`src/rtl/cordic_controller_if.sv`:
```
// Host-side bus of the CORDIC controller.
// Carries the operation request (start/ready handshake with operands, system,
// mode, iteration count and abort) and the result handshake (valid/ready with
// the final x, y, z).
//   master : the host; drives requests and result-ready, observes the rest
//   slave  : the controller; drives o_ready, o_res_valid and o_res_x/y/z
interface cordic_controller_if #(
  parameter int p_WIDTH  = 32,
  parameter int p_ITER_W = 5
);
  logic                o_ready;
  logic                i_start;
  logic                i_system;
  logic                i_mode;
  logic [p_ITER_W-1:0] i_iters;
  logic [p_WIDTH-1:0]  i_x;
  logic [p_WIDTH-1:0]  i_y;
  logic [p_WIDTH-1:0]  i_z;
  logic                i_abort;
  logic                o_res_valid;
  logic                i_res_ready;
  logic [p_WIDTH-1:0]  o_res_x;
  logic [p_WIDTH-1:0]  o_res_y;
  logic [p_WIDTH-1:0]  o_res_z;

  modport master (
    input  o_ready, o_res_valid, o_res_x, o_res_y, o_res_z,
    output i_start, i_system, i_mode, i_iters, i_x, i_y, i_z,
           i_abort, i_res_ready
  );

  modport slave (
    output o_ready, o_res_valid, o_res_x, o_res_y, o_res_z,
    input  i_start, i_system, i_mode, i_iters, i_x, i_y, i_z,
           i_abort, i_res_ready
  );
endinterface

```
`src/rtl/cordic_controller.sv`:
```
// CORDIC sequencing controller.
// Accepts one operation from the host, loads the CORDIC core with the latched
// operands, issues the iteration-index schedule (hyperbolic mode repeats
// indices 4 and 13) and hands the core's final x/y/z back to the host.
// No arithmetic is performed on x/y/z here.
// Ports:
//   i_clk, i_rst          clock, asynchronous active-high reset
//   host                  host request/result bus (cordic_controller_if.slave)
//   o_core_load           core loads operands, system and mode this cycle
//   o_core_en             core performs one iteration this cycle
//   o_core_iter           iteration index of the current step (0 when idle)
//   o_core_system/mode    latched system / mode
//   o_core_x/y/z          latched initial state
//   i_core_x/y/z          current core state
module cordic_controller #(
  parameter int p_WIDTH    = 32,
  parameter int p_ITER_W   = 5,
  parameter int p_ITER_MAX = 31
) (
  input  logic                i_clk,
  input  logic                i_rst,
  cordic_controller_if.slave  host,
  output logic                o_core_load,
  output logic                o_core_en,
  output logic [p_ITER_W-1:0] o_core_iter,
  output logic                o_core_system,
  output logic                o_core_mode,
  output logic [p_WIDTH-1:0]  o_core_x,
  output logic [p_WIDTH-1:0]  o_core_y,
  output logic [p_WIDTH-1:0]  o_core_z,
  input  logic [p_WIDTH-1:0]  i_core_x,
  input  logic [p_WIDTH-1:0]  i_core_y,
  input  logic [p_WIDTH-1:0]  i_core_z
);

  // One extra bit so N_eff plus both hyperbolic repeats fits.
  localparam int SW = p_ITER_W + 1;
  localparam logic [p_ITER_W-1:0] ITER_MAX = p_ITER_W'(p_ITER_MAX);
  localparam logic [p_ITER_W-1:0] REP_A    = p_ITER_W'(4);
  localparam logic [p_ITER_W-1:0] REP_B    = p_ITER_W'(13);

  typedef enum logic [1:0] {IDLE, LOAD, ITER, DONE} state_t;

  state_t              state_q, state_d;
  logic                sys_q, mode_q;
  logic [p_WIDTH-1:0]  x_q, y_q, z_q;
  logic [p_ITER_W-1:0] n_eff_q;
  logic [p_ITER_W-1:0] iter_q;
  logic                rep_q;
  logic [SW-1:0]       steps_left_q;
  logic [SW-1:0]       steps_calc;
  logic                hyp_rep_a, hyp_rep_b, rep_point;

  // Total step count for the latched request: hyperbolic runs repeat index 4
  // and index 13 once each when the schedule reaches them.
  always_comb begin
    hyp_rep_a  = !sys_q && (n_eff_q >= REP_A);
    hyp_rep_b  = !sys_q && (n_eff_q >= REP_B);
    steps_calc = SW'(n_eff_q) + SW'(hyp_rep_a) + SW'(hyp_rep_b);
    rep_point  = !sys_q && !rep_q && (iter_q == REP_A || iter_q == REP_B);
  end

  // State register.
  always_ff @(posedge i_clk or posedge i_rst) begin
    if (i_rst) state_q <= IDLE;
    else       state_q <= state_d;
  end

  // Next-state logic. Abort returns to IDLE from any busy state and takes
  // priority over the result handshake.
  always_comb begin
    state_d = state_q;
    case (state_q)
      IDLE: if (host.i_start) state_d = LOAD;
      LOAD: begin
        if (host.i_abort)            state_d = IDLE;
        else if (steps_calc != '0)   state_d = ITER;
        else                         state_d = DONE;
      end
      ITER: begin
        if (host.i_abort)                  state_d = IDLE;
        else if (steps_left_q == SW'(1))   state_d = DONE;
      end
      DONE: begin
        if (host.i_abort || host.i_res_ready) state_d = IDLE;
      end
      default: state_d = IDLE;
    endcase
  end

  // Outputs decoded from the current state. The result bus is gated so it
  // reads zero outside DONE, and the index reads zero whenever the core is
  // not enabled.
  always_comb begin
    host.o_ready     = 1'b0;
    host.o_res_valid = 1'b0;
    host.o_res_x     = '0;
    host.o_res_y     = '0;
    host.o_res_z     = '0;
    o_core_load      = 1'b0;
    o_core_en        = 1'b0;
    o_core_iter      = '0;
    case (state_q)
      IDLE: host.o_ready = 1'b1;
      LOAD: o_core_load  = 1'b1;
      ITER: begin
        o_core_en   = 1'b1;
        o_core_iter = iter_q;
      end
      DONE: begin
        host.o_res_valid = 1'b1;
        host.o_res_x     = i_core_x;
        host.o_res_y     = i_core_y;
        host.o_res_z     = i_core_z;
      end
      default: ;
    endcase
  end

  // Operand latches and the schedule counters. Operands are captured on the
  // accept edge and held until the next accepted operation. In ITER the
  // index is held for one extra step at each hyperbolic repeat point; the
  // last step leaves the index alone so it never wraps.
  always_ff @(posedge i_clk or posedge i_rst) begin
    if (i_rst) begin
      sys_q        <= 1'b0;
      mode_q       <= 1'b0;
      x_q          <= '0;
      y_q          <= '0;
      z_q          <= '0;
      n_eff_q      <= '0;
      iter_q       <= '0;
      rep_q        <= 1'b0;
      steps_left_q <= '0;
    end else begin
      case (state_q)
        IDLE: begin
          if (host.i_start) begin
            sys_q   <= host.i_system;
            mode_q  <= host.i_mode;
            x_q     <= host.i_x;
            y_q     <= host.i_y;
            z_q     <= host.i_z;
            n_eff_q <= (host.i_iters > ITER_MAX) ? ITER_MAX : host.i_iters;
          end
        end
        LOAD: begin
          iter_q       <= sys_q ? '0 : p_ITER_W'(1);
          rep_q        <= 1'b0;
          steps_left_q <= steps_calc;
        end
        ITER: begin
          steps_left_q <= steps_left_q - SW'(1);
          if (steps_left_q != SW'(1)) begin
            if (rep_point) begin
              rep_q <= 1'b1;
            end else begin
              rep_q  <= 1'b0;
              iter_q <= iter_q + p_ITER_W'(1);
            end
          end
        end
        default: ;
      endcase
    end
  end

  assign o_core_system = sys_q;
  assign o_core_mode   = mode_q;
  assign o_core_x      = x_q;
  assign o_core_y      = y_q;
  assign o_core_z      = z_q;

endmodule

```
`src/flat_wrapper.sv`:
```
// flat-port wrapper written by rule: the top's interface ports become plain ports
module cordic_controller_flat 
#(
  parameter int p_WIDTH    = 32,
  parameter int p_ITER_W   = 5,
  parameter int p_ITER_MAX = 31
)
  (i_clk, i_rst, o_core_load, o_core_en, o_core_iter, o_core_system, o_core_mode, o_core_x, o_core_y, o_core_z, i_core_x, i_core_y, i_core_z, host_o_ready, host_o_res_valid, host_o_res_x, host_o_res_y, host_o_res_z, host_i_start, host_i_system, host_i_mode, host_i_iters, host_i_x, host_i_y, host_i_z, host_i_abort, host_i_res_ready);
  cordic_controller_if #(.p_WIDTH(p_WIDTH), .p_ITER_W(p_ITER_W)) host_i ();
  input  logic i_clk;
  input  logic i_rst;
  output logic o_core_load;
  output logic o_core_en;
  output logic [p_ITER_W-1:0] o_core_iter;
  output logic o_core_system;
  output logic o_core_mode;
  output logic [p_WIDTH-1:0] o_core_x;
  output logic [p_WIDTH-1:0] o_core_y;
  output logic [p_WIDTH-1:0] o_core_z;
  input  logic [p_WIDTH-1:0] i_core_x;
  input  logic [p_WIDTH-1:0] i_core_y;
  input  logic [p_WIDTH-1:0] i_core_z;
  output wire logic [$bits(host_i.o_ready)-1:0] host_o_ready;
  output wire logic [$bits(host_i.o_res_valid)-1:0] host_o_res_valid;
  output wire logic [$bits(host_i.o_res_x)-1:0] host_o_res_x;
  output wire logic [$bits(host_i.o_res_y)-1:0] host_o_res_y;
  output wire logic [$bits(host_i.o_res_z)-1:0] host_o_res_z;
  input wire logic [$bits(host_i.i_start)-1:0] host_i_start;
  input wire logic [$bits(host_i.i_system)-1:0] host_i_system;
  input wire logic [$bits(host_i.i_mode)-1:0] host_i_mode;
  input wire logic [$bits(host_i.i_iters)-1:0] host_i_iters;
  input wire logic [$bits(host_i.i_x)-1:0] host_i_x;
  input wire logic [$bits(host_i.i_y)-1:0] host_i_y;
  input wire logic [$bits(host_i.i_z)-1:0] host_i_z;
  input wire logic [$bits(host_i.i_abort)-1:0] host_i_abort;
  input wire logic [$bits(host_i.i_res_ready)-1:0] host_i_res_ready;
  assign host_o_ready = host_i.o_ready;
  assign host_o_res_valid = host_i.o_res_valid;
  assign host_o_res_x = host_i.o_res_x;
  assign host_o_res_y = host_i.o_res_y;
  assign host_o_res_z = host_i.o_res_z;
  assign host_i.i_start = host_i_start;
  assign host_i.i_system = host_i_system;
  assign host_i.i_mode = host_i_mode;
  assign host_i.i_iters = host_i_iters;
  assign host_i.i_x = host_i_x;
  assign host_i.i_y = host_i_y;
  assign host_i.i_z = host_i_z;
  assign host_i.i_abort = host_i_abort;
  assign host_i.i_res_ready = host_i_res_ready;
  cordic_controller #(.p_WIDTH(p_WIDTH), .p_ITER_W(p_ITER_W), .p_ITER_MAX(p_ITER_MAX)) u_core (.i_clk(i_clk), .i_rst(i_rst), .host(host_i), .o_core_load(o_core_load), .o_core_en(o_core_en), .o_core_iter(o_core_iter), .o_core_system(o_core_system), .o_core_mode(o_core_mode), .o_core_x(o_core_x), .o_core_y(o_core_y), .o_core_z(o_core_z), .i_core_x(i_core_x), .i_core_y(i_core_y), .i_core_z(i_core_z));
endmodule
```
`config.mk`:
```
export PLATFORM = sky130hd
export DESIGN_NAME = cordic_controller_flat
export DESIGN_NICKNAME = d
export VERILOG_FILES = /design/src/rtl/cordic_controller_if.sv /design/src/rtl/cordic_controller.sv /design/src/flat_wrapper.sv
export SDC_FILE = /design/constraint.sdc
export NUM_CORES = 1
export LEC_CHECK = 0
export BUFFER_PORTS_ARGS = -buffer_cell sky130_fd_sc_hd__buf_4
export CAP_MARGIN = 25
export CORE_AREA = 2 2 156 158
export CTS_BUF_LIST = sky130_fd_sc_hd__clkbuf_8 sky130_fd_sc_hd__clkbuf_16
export DETAILED_ROUTE_END_ITERATION = 10
export DIE_AREA = 0 0 158 160
export SYNTH_ARGS = -nofsm -noshare
export SYNTH_HDL_FRONTEND = slang
export SYNTH_SLANG_ARGS = --single-unit
```
`constraint.sdc`:
```
create_clock -name i_clk -period 4.6 [get_ports i_clk]
set_clock_uncertainty 0.2 [all_clocks]
set_input_delay 0.46 -clock i_clk [delete_from_list [all_inputs] [get_ports i_clk]]
set_output_delay 0.46 -clock i_clk [all_outputs]
set_load 0.02 [all_outputs]
```
# After elaboration in Yosys (flattened, before gate mapping)

Cells that the tools add are included.

RAM bits: 0
Register bits: 117
Word-level logic and storage cells: 68
Output and inout bits: 203
Bits in latches: 0
Bits of input ports: 204
Memory bits (read-only): 0
Memories: 0

Bitwise logic cells: 0
Equal/unequal tests: 12
Reductions and logical operators: 15
Div/mod/pow operators: 0
Multipliers: 0
Add/subtract/negate cells: 4
Order comparisons: 3
Mux-type cells: 24
Shift-type cells: 0

Operator list:

| kind                | count |
|---|---|
| $mux 32             | 3 |
| $mux 5              | 4 |
| $pmux 6 s2          | 1 |
| $mux 2              | 5 |
| $pmux 5 s2          | 1 |
| $mux 1              | 8 |
| $pmux 2 s4          | 1 |
| $add 5x1->6         | 1 |
| $add 6x1->6         | 1 |
| $eq 6x1->1 const B  | 1 |
| $ne 6x1->1 const B  | 1 |
| $reduce_and 3->1    | 2 |
| $reduce_bool 6->1   | 1 |
| $sub 6x1->6 const B | 1 |
| $add 5x1->5 const B | 1 |
| $eq 5x3->1 const B  | 1 |
| $eq 5x4->1 const B  | 1 |
| $ge 5x3->1 const B  | 1 |
| $ge 5x4->1 const B  | 1 |
| $gt 5x5->1 const B  | 1 |
| $eq 2x2->1 const B  | 2 |
| $logic_and 1x1->1   | 4 |
| $ne 2x1->1 const B  | 2 |
| $ne 2x2->1 const B  | 2 |
| other kinds (8)     | 11 |

# Depth between registers and ports, before layout

Word-level depth: 8
Gate-level depth with buffers: 10
Mapped depth without buffers: 9

# Least setup slack after synthesis

Ideal clock, no wire load.

Kind: reg2reg
Start: register u_core.n_eff_q[3]
End: register u_core.state_q[0]
Buffers on the path: 1
Setup slack: 2,284 ps
Cell stages (with the launch flop): 10
Required time: 4,314 ps
Arrival: 2,030 ps
Library setup time: 86 ps
Period minus slack after synthesis: 2,316 ps
Path through: dfrtp_1 -> clkbuf_1 -> nor3_1 -> or2_2 -> fa_1 -> inv_1 -> ha_1 -> nor4bb_1 -> a311oi_1 -> nor3_1

Word-level cells in the longest chain between the ends: 8
Elaborated cells between the ends (all ways): 10
Those cells by class: add/sub (2); order compare (2); mux (3); reduce/logical (3)

RTL lines:

| what                   | RTL line                 | source |
|---|---|---|
| start, declared        | cordic_controller.sv:47  | `logic [p_ITER_W-1:0] n_eff_q;` |
| start signal, assigned | cordic_controller.sv:144 | `n_eff_q <= (host.i_iters > ITER_MAX) ? ITER_MAX : host.i_iters;` |
| $ge 5x3->1             | cordic_controller.sv:57  | `hyp_rep_a = !sys_q && (n_eff_q >= REP_A);` |
| $logic_and 1x1->1      | cordic_controller.sv:57  |  |
| $add 5x1->6            | cordic_controller.sv:59  | `steps_calc = SW'(n_eff_q) + SW'(hyp_rep_a) + SW'(hyp_rep_b);` |
| $add 6x1->6 *          | cordic_controller.sv:59  |  |
| $reduce_bool 6->1 *    | cordic_controller.sv:77  | `else if (steps_calc != '0) state_d = ITER;` |
| $mux 1 *               | cordic_controller.sv:77  |  |
| $mux 2 *               | cordic_controller.sv:76  | `if (host.i_abort) state_d = IDLE;` |
| $pmux 2 s4 *           | cordic_controller.sv:73  | `case (state_q)` |
| end signal, assigned   | cordic_controller.sv:66  | `else state_q <= state_d;` |
| end, declared          | cordic_controller.sv:44  | `state_t state_q, state_d;` |

Every way passes the cells marked *; elsewhere a longest branch is shown, timed or not.
A chain may end at the register's enable or synchronous reset.

# Worst setup path in the final report

Start: register u_core.state_q[0]
End: output host_o_res_z[16]

Word-level cells in the longest chain between the ends: 2

RTL lines:

| what          | RTL line                 | source |
|---|---|---|
| $eq 2x2->1    | cordic_controller.sv:103 | `case (state_q)` |
| $mux 32       | cordic_controller.sv:103 |  |
| end, declared | flat_wrapper.sv:27       | `output wire logic [$bits(host_i.o_res_z)-1:0] host_o_res_z;` |

No other way between the ends.

==> results.json <==
{
  "crit_slowest_cell": "ha_2",
  "clk_path_buf_depth": 2,
  "fmax_mhz": 345,
  "syn_inst": 453,
  "hold_start": "host_i_z[15]",
  "ys_async_sr_fraction_pct": 100,
  "h-tree-depth": 4,
  "wl_met3_um": 2440,
  "yosysTopAreaCellShare_pct": 52.6,
  "final.setup.tns_ps": 0,
  "p_leak_uw": 0.00479,
  "clk_latency_ps": 410,
  "cts_setup_buffers": 0,
  "cts_tree": "built",
  "period_needed_ps": 2900,
  "maxCapViolations": 0,
  "core_area_um2": 23800,
  "worstSetupStartpointType": "register",
  "track_usage_pct": 16.1,
  "rows": 57,
  "syn_avg_cell_area_um2": 12.3,
  "grt_antenna_before_repair": 3,
  "synthDistinctLibCells": 43,
  "crit_path_max_fanout": 51,
  "grt_overflow": 0,
  "fp.dieH_um": 160,
  "worstPathRequired_ps": 3940,
  "synthFlopType": "dfrtp_1",
  "gp_congestion": 0.816,
  "nets": 1074,
  "worst_pin_slew_ps": 655,
  "ys_seq_area_share_pct": 52.6,
  "synth.area.top_cells": "dfrtp_1 53%, mux2_2 21%, and2_1 11%, ha_1 2.2%, clkbuf_1 1.2%",
  "syn2layout_area_growth_pct": 73.1,
  "hold_buffers": 1,
  "cp_top_family": "adder cells",
  "worst_path_largest_cell_delay_ps": 640,
  "reg2reg_from": "u_core.state_q[0]",
  "cp-startpoint": "u_core.state_q[0]",
  "wl_met2_um": 10400,
  "clkSlewWorstSetupHoldPaths_ps": 60,
  "crit_type": "reg -> out",
  "dieArea_um2": 25300,
  "r2r_setup_slack_ps": 2050,
  "synth_seq_cells": 117,
  "syn-num-nets": 668,
  "rsz0062_at_grt": "no",
  "cpMostUsedCell": "buf_4",
  "end_kind": "primary output",
  "arrival_ps": 2240,
  "dr.pass1.iters": 4,
  "power_density_nw_per_um2": 677,
  "synth_edf_count": 0,
  "drt-met1-wl_um": 7720,
  "synth_common_cells": "117 x dfrtp_1, 103 x mux2_2, 98 x and2_1, 18 x clkbuf_1, 12 x inv_1",
  "slew_viol_final": 0,
  "min_path_cells": 2,
  "total_power_uw": 6520,
  "period_share_pct": 63.1,
  "drive_gt1_share_pct": 63.9,
  "synth.cell_area_um2": 5560,
  "slew_headroom_pct": 56.4,
  "vdd_drop_max_uv": 366,
  "initialDrtViolationCount": 272,
  "place_hpwl_um": 17200,
  "via_count": 5060,
  "grt_pass1_wl_um": 30500,
  "timing.rr.end": "u_core.rep_q",
  "yosysWarnings": 0,
  "yosysMostFrequentCell": "dfrtp_1",
  "antenna_left": 0,
  "via_per_inst": 4.23,
  "status": "complete, no violations",
  "crit_chain": "ha_2, buf_4, and2_1, buf_4",
  "finalSetupViolCount": 0,
  "drc": 0,
  "synth_top_area_cell": "dfrtp_1",
  "wirelength_um": 21100,
  "cts-resized-gates": 0,
  "hold_class": "in -> reg",
  "grt_pass1_vias": 5209,
  "initial_utilization_pct": 23.3,
  "crit_buf_inv": 2,
  "grt_max_degree": 53,
  "clkSinkCount": 117,
  "top_layer_used": "met4",
  "hold_viol": 0,
  "min_to": "u_core.o_core_z[15]",
  "die_width_um": 158,
  "boundaryPins": 407,
  "io_buffers": 406,
  "r2r_cells": 6,
  "routedWlPerCell_um": 17.6,
  "cts_buffers": 17,
  "cts_root_buf": "clkbuf_16"
}
==> metrics by stage <==
step | worst slack [ps] | cell area (um^2) | util (%) | hold WS [ps] | cells
floorplan | 839 | 5560 | - | 276 | 453
global placement | 1910 | 8950 | 37.6 | 289 | 1162
detailed placement | 2030 | 8970 | 37.7 | 294 | 1163
CTS | 1650 | 9620 | 40.4 | 56.0 | 1195
global route | 1510 | 9630 | 40.4 | 51.0 | 1197
finish | 1700 | 9630 | 40.4 | 77.0 | 1197
==> cells by family (layout without fill, tap and decap cells) <==
| group | after synthesis | after routing | share of synthesized area, % |
|---|---|---|---|
| adders and majority gates | 11 | 11 | 2.61 |
| AOI/OAI and AO/OA | 30 | 30 | 3.69 |
| other | 0 | 2 | 0 |
| and+or+nand+nor | 148 | 148 | 16.3 |
| buffers and inverters | 38 | 456 | 2.79 |
| muxes | 107 | 107 | 21.7 |
| DFF | 117 | 117 | 52.6 |
| xor gates and xnor gates | 2 | 2 | 0.315 |
==> cell type report <==
type	count	area, um^2
fillers	2393	14200
repair buffers	413	3120
flip-flops and latches	117	2930
multi-input cells	298	2490
clock buffers	18	439
well taps	324	405
clock inverters	13	196
inverters	12	47.5
diodes	2	5.00
==> worst max path at each step <==
stage | end | slack [ps] | cells past startpoint
floorplan | u_core.iter_q[0] | 840 | 1
global placement | u_core.o_core_y[5] | 1910 | 5
detailed placement | u_core.o_core_y[15] | 2030 | 6
CTS | host_o_res_x[1] | 1650 | 4
global route | host_o_res_z[16] | 1510 | 4
finish | host_o_res_z[16] | 1700 | 4
==> registers in the layout, summed over array words and instances (netlist names), 2 cells and up <==
register,cells
u_core.steps_left_q,6
u_core.o_core_y,32
u_core.o_core_z,32
u_core.iter_q,5
u_core.n_eff_q,5
u_core.state_q,2
u_core.o_core_x,32
==> placed cells by master (no fill, tap or decap), drive strengths merged, types with 2 or more instances in the layout <==
cell,netlist,final
buf,8,412
dfrtp,117,117
mux2,104,104
and2,98,98
clkbuf,18,18
inv,12,15
nand2,11,11
ha,10,10
a21oi,8,8
nor2,8,8
o21ai,6,6
nor3,6,6
nand3,5,5
bufinv,0,4
clkinv,0,4
or3,3,3
mux2i,3,3
nand2b,3,3
o31ai,3,3
diode,0,2
nor2b,2,2
a22o,2,2
o211ai,2,2
or2,2,2
xnor2,2,2
a221o,2,2
nor3b,2,2
nand4,2,2
or4,2,2
clkinvlp,0,2
==> per-layer routing <==
metal,up-vias,track usage (%)
li1,2356,-
met1,2403,17.6
met2,270,27.5
met3,31,7.30
met4,0,5.90
met5,-,0
==> power breakdown <==
part	switching (uW)	leakage [uW]	internal, uW
sequential	331	0.00139	1550
clock	509	0.000304	926
combinational	1650	0.00309	1550
total	2490	0.00479	4030
No activity file was read; power rests on OpenSTA's default activity.
